**config.mk**
```make
export PLATFORM = sky130hd
export DESIGN_NAME = key_output_fifo
export DESIGN_NICKNAME = d
export VERILOG_FILES = /design/src/rtl/key_output_fifo.sv
export SDC_FILE = /design/constraint.sdc
export NUM_CORES = 1
export LEC_CHECK = 0
export ABC_AREA = 1
export CELL_PAD_IN_SITES_DETAIL_PLACEMENT = 1
export CELL_PAD_IN_SITES_GLOBAL_PLACEMENT = 1
export CORE_AREA = 2 2 298 300
export CTS_CLUSTER_DIAMETER = 200
export CTS_CLUSTER_SIZE = 25
export DETAILED_ROUTE_END_ITERATION = 8
export DIE_AREA = 0 0 300 302
export HOLD_SLACK_MARGIN = 0.08
export PLACE_DENSITY_LB_ADDON = 0.1
export SLEW_MARGIN = 10
export SYNTH_ARGS = -nofsm -noshare
export SYNTH_HDL_FRONTEND = slang
export SYNTH_SLANG_ARGS = --single-unit
```
**constraint.sdc**
```tcl
create_clock -name i_clk -period 12.1 [get_ports i_clk]
set_input_delay 2.42 -clock i_clk [delete_from_list [all_inputs] [get_ports i_clk]]
set_output_delay 2.42 -clock i_clk [all_outputs]
set_load 0.1 [all_outputs]
```
**src/rtl/key_output_fifo.sv**
```systemverilog
// Keypoint output FIFO.
// Captures scored keypoints from the keypoint buffer during a frame, holds
// them in a show-ahead FIFO and hands them downstream on a valid/ready port.
// A small IDLE/RUN/FLUSH controller tracks the frame and pulses
// o_frame_done once the FIFO has drained after the last pixel.
//
// Handshake: a keypoint leaves the FIFO on every rising edge where
// o_valid=1 and i_ready=1; o_valid depends only on registered state and
// never on i_ready or i_hit, and the data outputs stay stable while
// o_valid=1 and no pop occurs.
//
// DEPTH must be a power of two and at least 4. The pointers carry one
// extra wrap bit so full and empty are distinguishable without a counter.
// o_state_dbg exposes the controller state: 0=IDLE, 1=RUN, 2=FLUSH.
module key_output_fifo #(
    parameter int unsigned DEPTH     = 16,
    parameter logic [7:0]  SCORE_MIN = 8'd0
) (
    input  logic        i_clk,
    input  logic        i_rst,
    input  logic        i_frame_start,
    input  logic        i_frame_end,
    input  logic        i_hit,
    input  logic [9:0]  i_coor_x,
    input  logic [9:0]  i_coor_y,
    input  logic [9:0]  i_depth,
    input  logic [7:0]  i_score,
    input  logic [11:0] i_sin,
    input  logic [11:0] i_cos,
    input  logic        i_ready,
    output logic        o_valid,
    output logic [9:0]  o_coor_x,
    output logic [9:0]  o_coor_y,
    output logic [9:0]  o_depth,
    output logic [7:0]  o_score,
    output logic [11:0] o_sin,
    output logic [11:0] o_cos,
    output logic [9:0]  o_kp_count,
    output logic        o_overflow,
    output logic        o_frame_done,
    output logic        o_full,
    output logic        o_empty,
    output logic [1:0]  o_state_dbg
);

    localparam int unsigned AW = $clog2(DEPTH);
    localparam int unsigned EW = 62;

    typedef enum logic [1:0] {
        ST_IDLE  = 2'd0,
        ST_RUN   = 2'd1,
        ST_FLUSH = 2'd2
    } state_t;

    state_t          state_q, state_d;
    logic [AW:0]     wptr_q, wptr_d;
    logic [AW:0]     rptr_q, rptr_d;
    logic [EW-1:0]   mem_q [DEPTH];
    logic [9:0]      kp_count_q, kp_count_d;
    logic            overflow_q, overflow_d;

    logic            full;
    logic            empty;
    logic            push_req;
    logic            restart;
    logic            do_pop;
    logic            accept;
    logic            drop;
    logic            frame_done;
    logic [AW-1:0]   waddr;
    logic [EW-1:0]   wdata;
    logic [EW-1:0]   head;

    // Occupancy: equal pointers mean empty, differing only in the wrap bit means full.
    assign empty = (wptr_q == rptr_q);
    assign full  = (wptr_q[AW] != rptr_q[AW]) && (wptr_q[AW-1:0] == rptr_q[AW-1:0]);

    // Vacant buffer slots carry score 0 and never exceed SCORE_MIN, so they are skipped.
    assign push_req = (state_q != ST_IDLE) && i_hit && (i_score > SCORE_MIN);

    // A new frame starting mid-frame discards whatever is still queued.
    assign restart = i_frame_start && (state_q != ST_IDLE);

    // A pop on the discarding cycle is meaningless since the contents are dropped anyway.
    assign do_pop = !empty && i_ready && !restart;

    // Full with a simultaneous pop frees the head slot, so the push still fits.
    assign accept = push_req && (restart || !full || do_pop);
    assign drop   = push_req && !accept;

    assign waddr = restart ? '0 : wptr_q[AW-1:0];
    assign wdata = {i_coor_x, i_coor_y, i_depth, i_score, i_sin, i_cos};

    // Controller next state and the frame-done pulse; i_frame_start wins over i_frame_end.
    always_comb begin
        state_d    = state_q;
        frame_done = 1'b0;
        case (state_q)
            ST_IDLE: begin
                if (i_frame_start) begin
                    state_d = ST_RUN;
                end
            end
            ST_RUN: begin
                if (i_frame_start) begin
                    state_d = ST_RUN;
                end else if (i_frame_end) begin
                    state_d = ST_FLUSH;
                end
            end
            ST_FLUSH: begin
                if (i_frame_start) begin
                    state_d = ST_RUN;
                end else if (empty) begin
                    state_d    = ST_IDLE;
                    frame_done = !i_rst;
                end
            end
            default: begin
                state_d = ST_IDLE;
            end
        endcase
    end

    // Pointer, keypoint counter and overflow flag next-state logic.
    always_comb begin
        wptr_d     = wptr_q;
        rptr_d     = rptr_q;
        kp_count_d = kp_count_q;
        overflow_d = overflow_q;

        if (restart) begin
            wptr_d = accept ? (AW+1)'(1) : '0;
            rptr_d = '0;
        end else begin
            if (accept) begin
                wptr_d = wptr_q + (AW+1)'(1);
            end
            if (do_pop) begin
                rptr_d = rptr_q + (AW+1)'(1);
            end
        end

        if (i_frame_start) begin
            kp_count_d = accept ? 10'd1 : 10'd0;
            overflow_d = 1'b0;
        end else begin
            if (accept && (kp_count_q != 10'd1023)) begin
                kp_count_d = kp_count_q + 10'd1;
            end
            if (drop) begin
                overflow_d = 1'b1;
            end
        end
    end

    // Control registers with synchronous reset overriding every other input.
    always_ff @(posedge i_clk) begin
        if (i_rst) begin
            state_q    <= ST_IDLE;
            wptr_q     <= '0;
            rptr_q     <= '0;
            kp_count_q <= '0;
            overflow_q <= 1'b0;
        end else begin
            state_q    <= state_d;
            wptr_q     <= wptr_d;
            rptr_q     <= rptr_d;
            kp_count_q <= kp_count_d;
            overflow_q <= overflow_d;
        end
    end

    // Entry storage; contents are only visible through the head mux, so no reset is needed.
    always_ff @(posedge i_clk) begin
        if (!i_rst && accept) begin
            mem_q[waddr] <= wdata;
        end
    end

    // Show-ahead head; an empty FIFO presents zeros rather than stale storage.
    assign head = empty ? '0 : mem_q[rptr_q[AW-1:0]];

    assign o_coor_x     = head[61:52];
    assign o_coor_y     = head[51:42];
    assign o_depth      = head[41:32];
    assign o_score      = head[31:24];
    assign o_sin        = head[23:12];
    assign o_cos        = head[11:0];

    assign o_valid      = !empty;
    assign o_empty      = empty;
    assign o_full       = full;
    assign o_kp_count   = kp_count_q;
    assign o_overflow   = overflow_q;
    assign o_frame_done = frame_done;
    assign o_state_dbg  = state_q;

endmodule

```
==> flow_summary.json, run 1 <==
{
  "outcome": "completed",
  "synth-seq-area-share_pct": 75.9,
  "dpl_worst_slack_ps": 4740,
  "clock-sinks": 1019,
  "powerDensity_mw_per_mm2": 151,
  "antenna_found_initial": 4,
  "dpl_cell_area_mm2": 0.0422,
  "cts_resized": 0,
  "syn_area_per_cell_um2": 13.8,
  "num_rows": 109,
  "p_clk_share_pct": 26.9,
  "p_leak_nw": 13.1,
  "io_pins": 147,
  "worstHoldPathType": "reg -> reg",
  "synthXorXnorAreaFrac_pct": 0.175,
  "swShare_pct": 26.9,
  "maxSlewHeadroom_pct": 10.6,
  "period_share_pct": 66.2,
  "cp-start-kind": "register",
  "fp.dieH_um": 302,
  "synth_top_cell_area_share_pct": 74.6,
  "dp_cells": 4025,
  "drtIter0Drc": 2271,
  "finalSetupViolCount": 0,
  "cp_max_fo": 106,
  "grt_pass1_vias": 26600,
  "grt_overflow": 0,
  "worstPathArrival_ps": 5590,
  "synth-simple-area-share_pct": 7.08,
  "cts_buffer_depth": 3,
  "die_w_um": 300,
  "hold_violations": 0,
  "drv_slew": 0,
  "nFillCells": 8606,
  "via_count": 24900,
  "worst_pin_slew_ps": 1340,
  "path_class": "reg -> out",
  "final_cells": 4085,
  "final_common_cell": "edfxtp_1",
  "yosysWarnings": 0,
  "synthAdderAreaFrac_pct": 0.0940,
  "power_mw": 6.54,
  "seq_power_share_pct": 59.5,
  "fin_hold_ws_ps": 512,
  "layout-drive-gt1-share_pct": 4.35,
  "slowest_stage": "clkdlybuf4s50_1",
  "final_core_util_pct": 49.6,
  "cts_tree": "built",
  "gp_congestion": 0.751,
  "synth_area_leaders": "edfxtp_1 75%, o21ai_0 6.3%, nor2_1 5.2%",
  "synth_compound_area_share_pct": 13.7,
  "clock_skew_ps": 15.6,
  "cts_setup_buffers": 0,
  "viasPerCell": 6.10,
  "combPwrFrac_pct": 13.6,
  "synth_area_mm2": 0.0399,
  "worst_path_largest_cell_delay_ps": 1300,
  "clk_latency_ps": 630,
  "grt_max_degree": 258,
  "p_int_mw": 4.78,
  "root_buffer": "clkbuf_16",
  "cp-end-kind": "output pin",
  "synth_nets": 2965,
  "grt_setup_unrepaired": "false",
  "place.port_buffers": 146,
  "place_hpwl_um": 54800,
  "numCtsBuffers": 46,
  "layout_common_cells": "992 x edfxtp_1, 542 x nor2_1, 504 x o21ai_0",
  "wl_per_cell_um": 27.3,
  "yosysTopAreaCell": "edfxtp_1",
  "grt_use_total_pct": 24.4,
  "final_area_mm2": 0.0435,
  "die_area_mm2": 0.0906,
  "drc": 0,
  "drtAntennaViolNets": 0,
  "muxShareOfSynthArea_pct": 0,
  "finalSetupTns_ps": 0,
  "htree_levels": 2,
  "fin_crit_ps": 8010,
  "clkTransAtPathRegs_ps": 100,
  "p_switching_mw": 1.76,
  "synth_cell_types": 34,
  "synth_top_family_by_area": "compound AO/OA/AOI/OAI gates",
  "cts.hold.buffers_added": 0,
  "crit_chain": "buf_4, buf_4, o21ai_0, o221ai_1, nand3_1, a21oi_1, clkdlybuf4s50_1",
  "core_region_area_mm2": 0.0876,
  "start_util_pct": 45.6,
  "cp_top_family": "buffers and inverters",
  "clock.fmax_mhz": 125,
  "critPathBufInv": 3,
  "drt_pass1_iterations": 7,
  "worstPathRequired_ps": 9680,
  "final.setup.worst_slack_ps": 4090,
  "max_cap_viol_count": 0,
  "wirelength_um": 111000,
  "crit_top_cell": "buf_4",
  "syn_inst": 2894,
  "grt_pass1_wl_um": 167000,
  "nets": 2979,
  "area_growth_pct": 8.84,
  "ys_seq_elements": 1019,
  "ir_worst_vdd_mv": 0.112
}
==> final cells by class <==
type,count,area [um^2],area share (%)
Antenna cell,3,7.51,0.0173
Clock buffer,55,1210,2.77
Clock inverter,2,17.5,0.0403
Inverter,37,160,0.368
Multi-Input combinational cell,1624,8530,19.6
Sequential cell,1019,30300,69.8
Tap cell,1165,1460,3.35
Timing Repair Buffer,180,1740,4.01
==> synthesized netlist by cell type <==
| master | n |
|---|---|
| o21bai_1 | 1 |
| buf_6 | 11 |
| nor2_4 | 3 |
| xor2_1 | 7 |
| xnor2_1 | 1 |
| nand3_2 | 3 |
| o211ai_1 | 91 |
| buf_4 | 17 |
| clkbuf_1 | 104 |
| inv_2 | 9 |
| buf_1 | 2 |
| a21oi_1 | 84 |
| edfxtp_1 | 992 |
| o221ai_1 | 157 |
| a31oi_1 | 1 |
| nor2_2 | 1 |
| nand3_1 | 79 |
| o21ai_1 | 1 |
| nand2_1 | 44 |
| clkbuf_2 | 17 |
| nand2_4 | 1 |
| ha_1 | 3 |
| o21ai_0 | 504 |
| inv_4 | 2 |
| nor2_1 | 557 |
| nor3_1 | 3 |
| buf_2 | 63 |
| dfxtp_1 | 27 |
| nand4_1 | 4 |
| inv_1 | 26 |
| nand2_2 | 2 |
| nor3_4 | 1 |
| nand4_2 | 2 |
| o22ai_1 | 74 |
==> flip-flops by register name, indices dropped and copies added, names as in the netlist, named ones only <==
name         count
o_state_dbg      2
mem_q          992
o_kp_count      10
wptr_q           5
o_overflow       1
rptr_q           5
==> routing by layer <==
layer  GRT usage (%)  share of wire [%]
met3            2.72                4.1
met1            32.9                 43
met4            6.62                2.5
met5               0              0.014
met2            42.4                 50
==> worst paths after layout <==
check / startpoint / end / slack, ps / cells past startpoint
max: register / o_score[0] / 4090 / 7
min: o_overflow / o_overflow / 510 / 2
max reg2reg: o_state_dbg[0] / mem_q[9][31] / 8180 / 9
min reg2reg: o_overflow / o_overflow / 510 / 2
==> cell families after synthesis <==
| family | Yosys count |
|---|---|
| xor gates and xnor gates | 8 |
| and+or+nand+nor | 700 |
| buffers and inverters | 251 |
| AOI/OAI and AO/OA | 913 |
| adders and majority gates | 3 |
| DFF | 1019 |
==> worst register-to-register path: stages, from the launching register on <==
cell and delay (ps):
dfxtp_1 430, nor2_1 110, nor2_4 180, nor2_1 100, nand4_2 150, nand2_4 110, nor2_4 170, nand3_1 350
nor2_4 1050, buf_4 860
==> power by group through the flow <==
stage                     registers (mW)  logic (mW)  clock network (mW)
after floorplan                     3.96       0.616                   0
after global placement              3.97       0.866                   0
after detailed placement            3.97       0.890                   0
after CTS                           3.89       0.894                1.80
after global routing                3.89       0.949                1.90
final                               3.89       0.890                1.76
Note: power is estimated with default switching activity, not from simulation.
==> inputs of run 2 (changes only) <==
clock period = 8 ns   (was 12.1 ns; I/O delays follow)
==> run 2 against run 1 <==
  * Global-route usage down 0.10 points
  * Via count fell by 0.50%
  * Wire length barely moved
  * Die area stayed put
  * Utilization increased by 0.33 points
  * First-iteration DRC count shrank 17%
  * Sequential power is 51% higher
  * Clock skew rose by 3.3 ps
  * Critical endpoint is now o_depth[0]
==> flow_summary.json, run 2 (same netlist as run 1, synthesis figures left out) <==
{
  "outcome": "completed",
  "cts.hold.buffers_added": 0,
  "max_cap_viol_count": 0,
  "final_cells": 4096,
  "r2r_slack_ps": 4600,
  "reg2reg_depth": 9,
  "maxSlewHeadroom_pct": 21.5,
  "num_rows": 109,
  "drtAntennaViolNets": 0,
  "io_pins": 147,
  "slowest_stage": "clkdlybuf4s50_1",
  "cp-start-kind": "register",
  "clock-sinks": 1019,
  "worstHoldPathType": "reg -> reg",
  "grt_max_degree": 254,
  "grt_setup_unrepaired": "false",
  "p_leak_nw": 13.2,
  "path_class": "reg -> out",
  "clock.fmax_mhz": 150,
  "cp-end-kind": "output pin",
  "final_area_mm2": 0.0438,
  "worstPathArrival_ps": 5070,
  "cts_buffer_depth": 3,
  "clk_latency_ps": 630,
  "grt_pass1_wl_um": 167000,
  "multi_input_area_mm2": 0.00853,
  "die_w_um": 300,
  "critPathBufInv": 3,
  "seqCellArea_mm2": 0.0303,
  "cts_resized": 0,
  "nets": 2990,
  "nFillCells": 8600,
  "drt_pass1_iterations": 5,
  "powerDensity_mw_per_mm2": 227,
  "fin_crit_ps": 6670,
  "crit_top_cell": "buf_4",
  "place_hpwl_um": 57600,
  "fin_hold_ws_ps": 494,
  "clock_skew_ps": 19.0,
  "r2r-end": "mem_q[4][26]",
  "worst_path_largest_cell_delay_ps": 1260,
  "min_path_cells": 2,
  "cts_tree": "built",
  "regMostFlops": "mem_q",
  "fp.dieH_um": 302,
  "hold_violations": 0,
  "r2r-start": "o_state_dbg[0]",
  "grt_use_total_pct": 24.3,
  "root_buffer": "clkbuf_16",
  "finalSetupTns_ps": 0,
  "final_common_cell": "edfxtp_1",
  "clkTransAtPathRegs_ps": 100,
  "die_area_mm2": 0.0906,
  "worst_pin_slew_ps": 1180,
  "wl_per_cell_um": 27.2,
  "largest_reg_flops": 992,
  "cp_top_family": "buffers and inverters",
  "htree_levels": 2,
  "core_region_area_mm2": 0.0876,
  "wirelength_um": 111000,
  "drv_slew": 0,
  "layout_common_cells": "992 x edfxtp_1, 542 x nor2_1, 504 x o21ai_0",
  "grt_pass1_vias": 25900,
  "cts_setup_buffers": 0,
  "dpl_cell_area_mm2": 0.0425,
  "drtIter0Drc": 1889,
  "hold_end": "o_overflow",
  "via_count": 24800,
  "drc": 0,
  "worstHoldStart": "o_overflow",
  "finalSetupViolCount": 0,
  "grt_overflow": 0,
  "viasPerCell": 6.06,
  "dp_cells": 4034,
  "layout-drive-gt1-share_pct": 4.71,
  "antenna_found_initial": 5,
  "start_util_pct": 45.6,
  "period_share_pct": 83.3,
  "crit_chain": "buf_4, buf_4, o211ai_1, a21oi_1, clkdlybuf4s50_1",
  "place.port_buffers": 146,
  "ir_worst_vdd_mv": 0.213,
  "gp_congestion": 0.759,
  "area_growth_pct": 9.55,
  "cp_max_fo": 75,
  "worstPathRequired_ps": 6400,
  "numCtsBuffers": 46,
  "final_core_util_pct": 50.0
}
[run 2: changes by cell type in the layout (fill, tap and decap cells not counted), sizes merged]
cell | previous run | this run
buf | 34 | 45
[run 2: final cells by class]
| type | instances | area share (%) |
|---|---|---|
| repair buffers | 191 | 4.63 |
| flip-flops and latches | 1019 | 69.4 |
| clock buffers | 55 | 2.76 |
| well taps | 1165 | 3.33 |
| multi-input cells | 1624 | 19.5 |
| clock inverters | 2 | 0.0400 |
| diodes | 3 | 0.0172 |
| inverters | 37 | 0.372 |
[run 2: worst min-delay path, delay by kind of cell, from the launching register on]
family          cells  cell delay [ps]
compound gates      1               40
flops               1              350
simple gates        1               80
[run 2: routing by layer]
metal  up-vias  part of all wire (%)  track usage [%]
met3       108                   4.0             2.74
met2       525                    50             41.4
met5         -                 0.012                0
met1     13100                    45             33.9
met4         2                   1.8             5.48
li1      11000                     -                -
[run 2: metrics by stage]
| step | power, mW | worst slack [ps] |
|---|---|---|
| floorplan | 6.93 | 820 |
| global placement | 7.35 | 1900 |
| detailed placement | 7.38 | 1890 |
| CTS | 9.99 | 1190 |
| global route | 10.2 | 1140 |
| finish | 9.93 | 1330 |
[run 2: how the worst max path moves through the flow]
stage	from	endpoint	slack, ps	cells past startpoint
after floorplan	i_frame_start	mem_q[3][0]	820	9
after global placement	register	o_depth[0]	1900	5
after detailed placement	register	o_depth[0]	1890	5
after CTS	register	o_depth[0]	1190	5
after global routing	register	o_depth[0]	1140	5
final	register	o_depth[0]	1330	5
[run 2: power breakdown]
group	internal [mW]	total [mW]	switching, mW
sequential	5.86	5.88	0.0230
combinational	0.302	1.37	1.07
clock	1.07	2.68	1.60
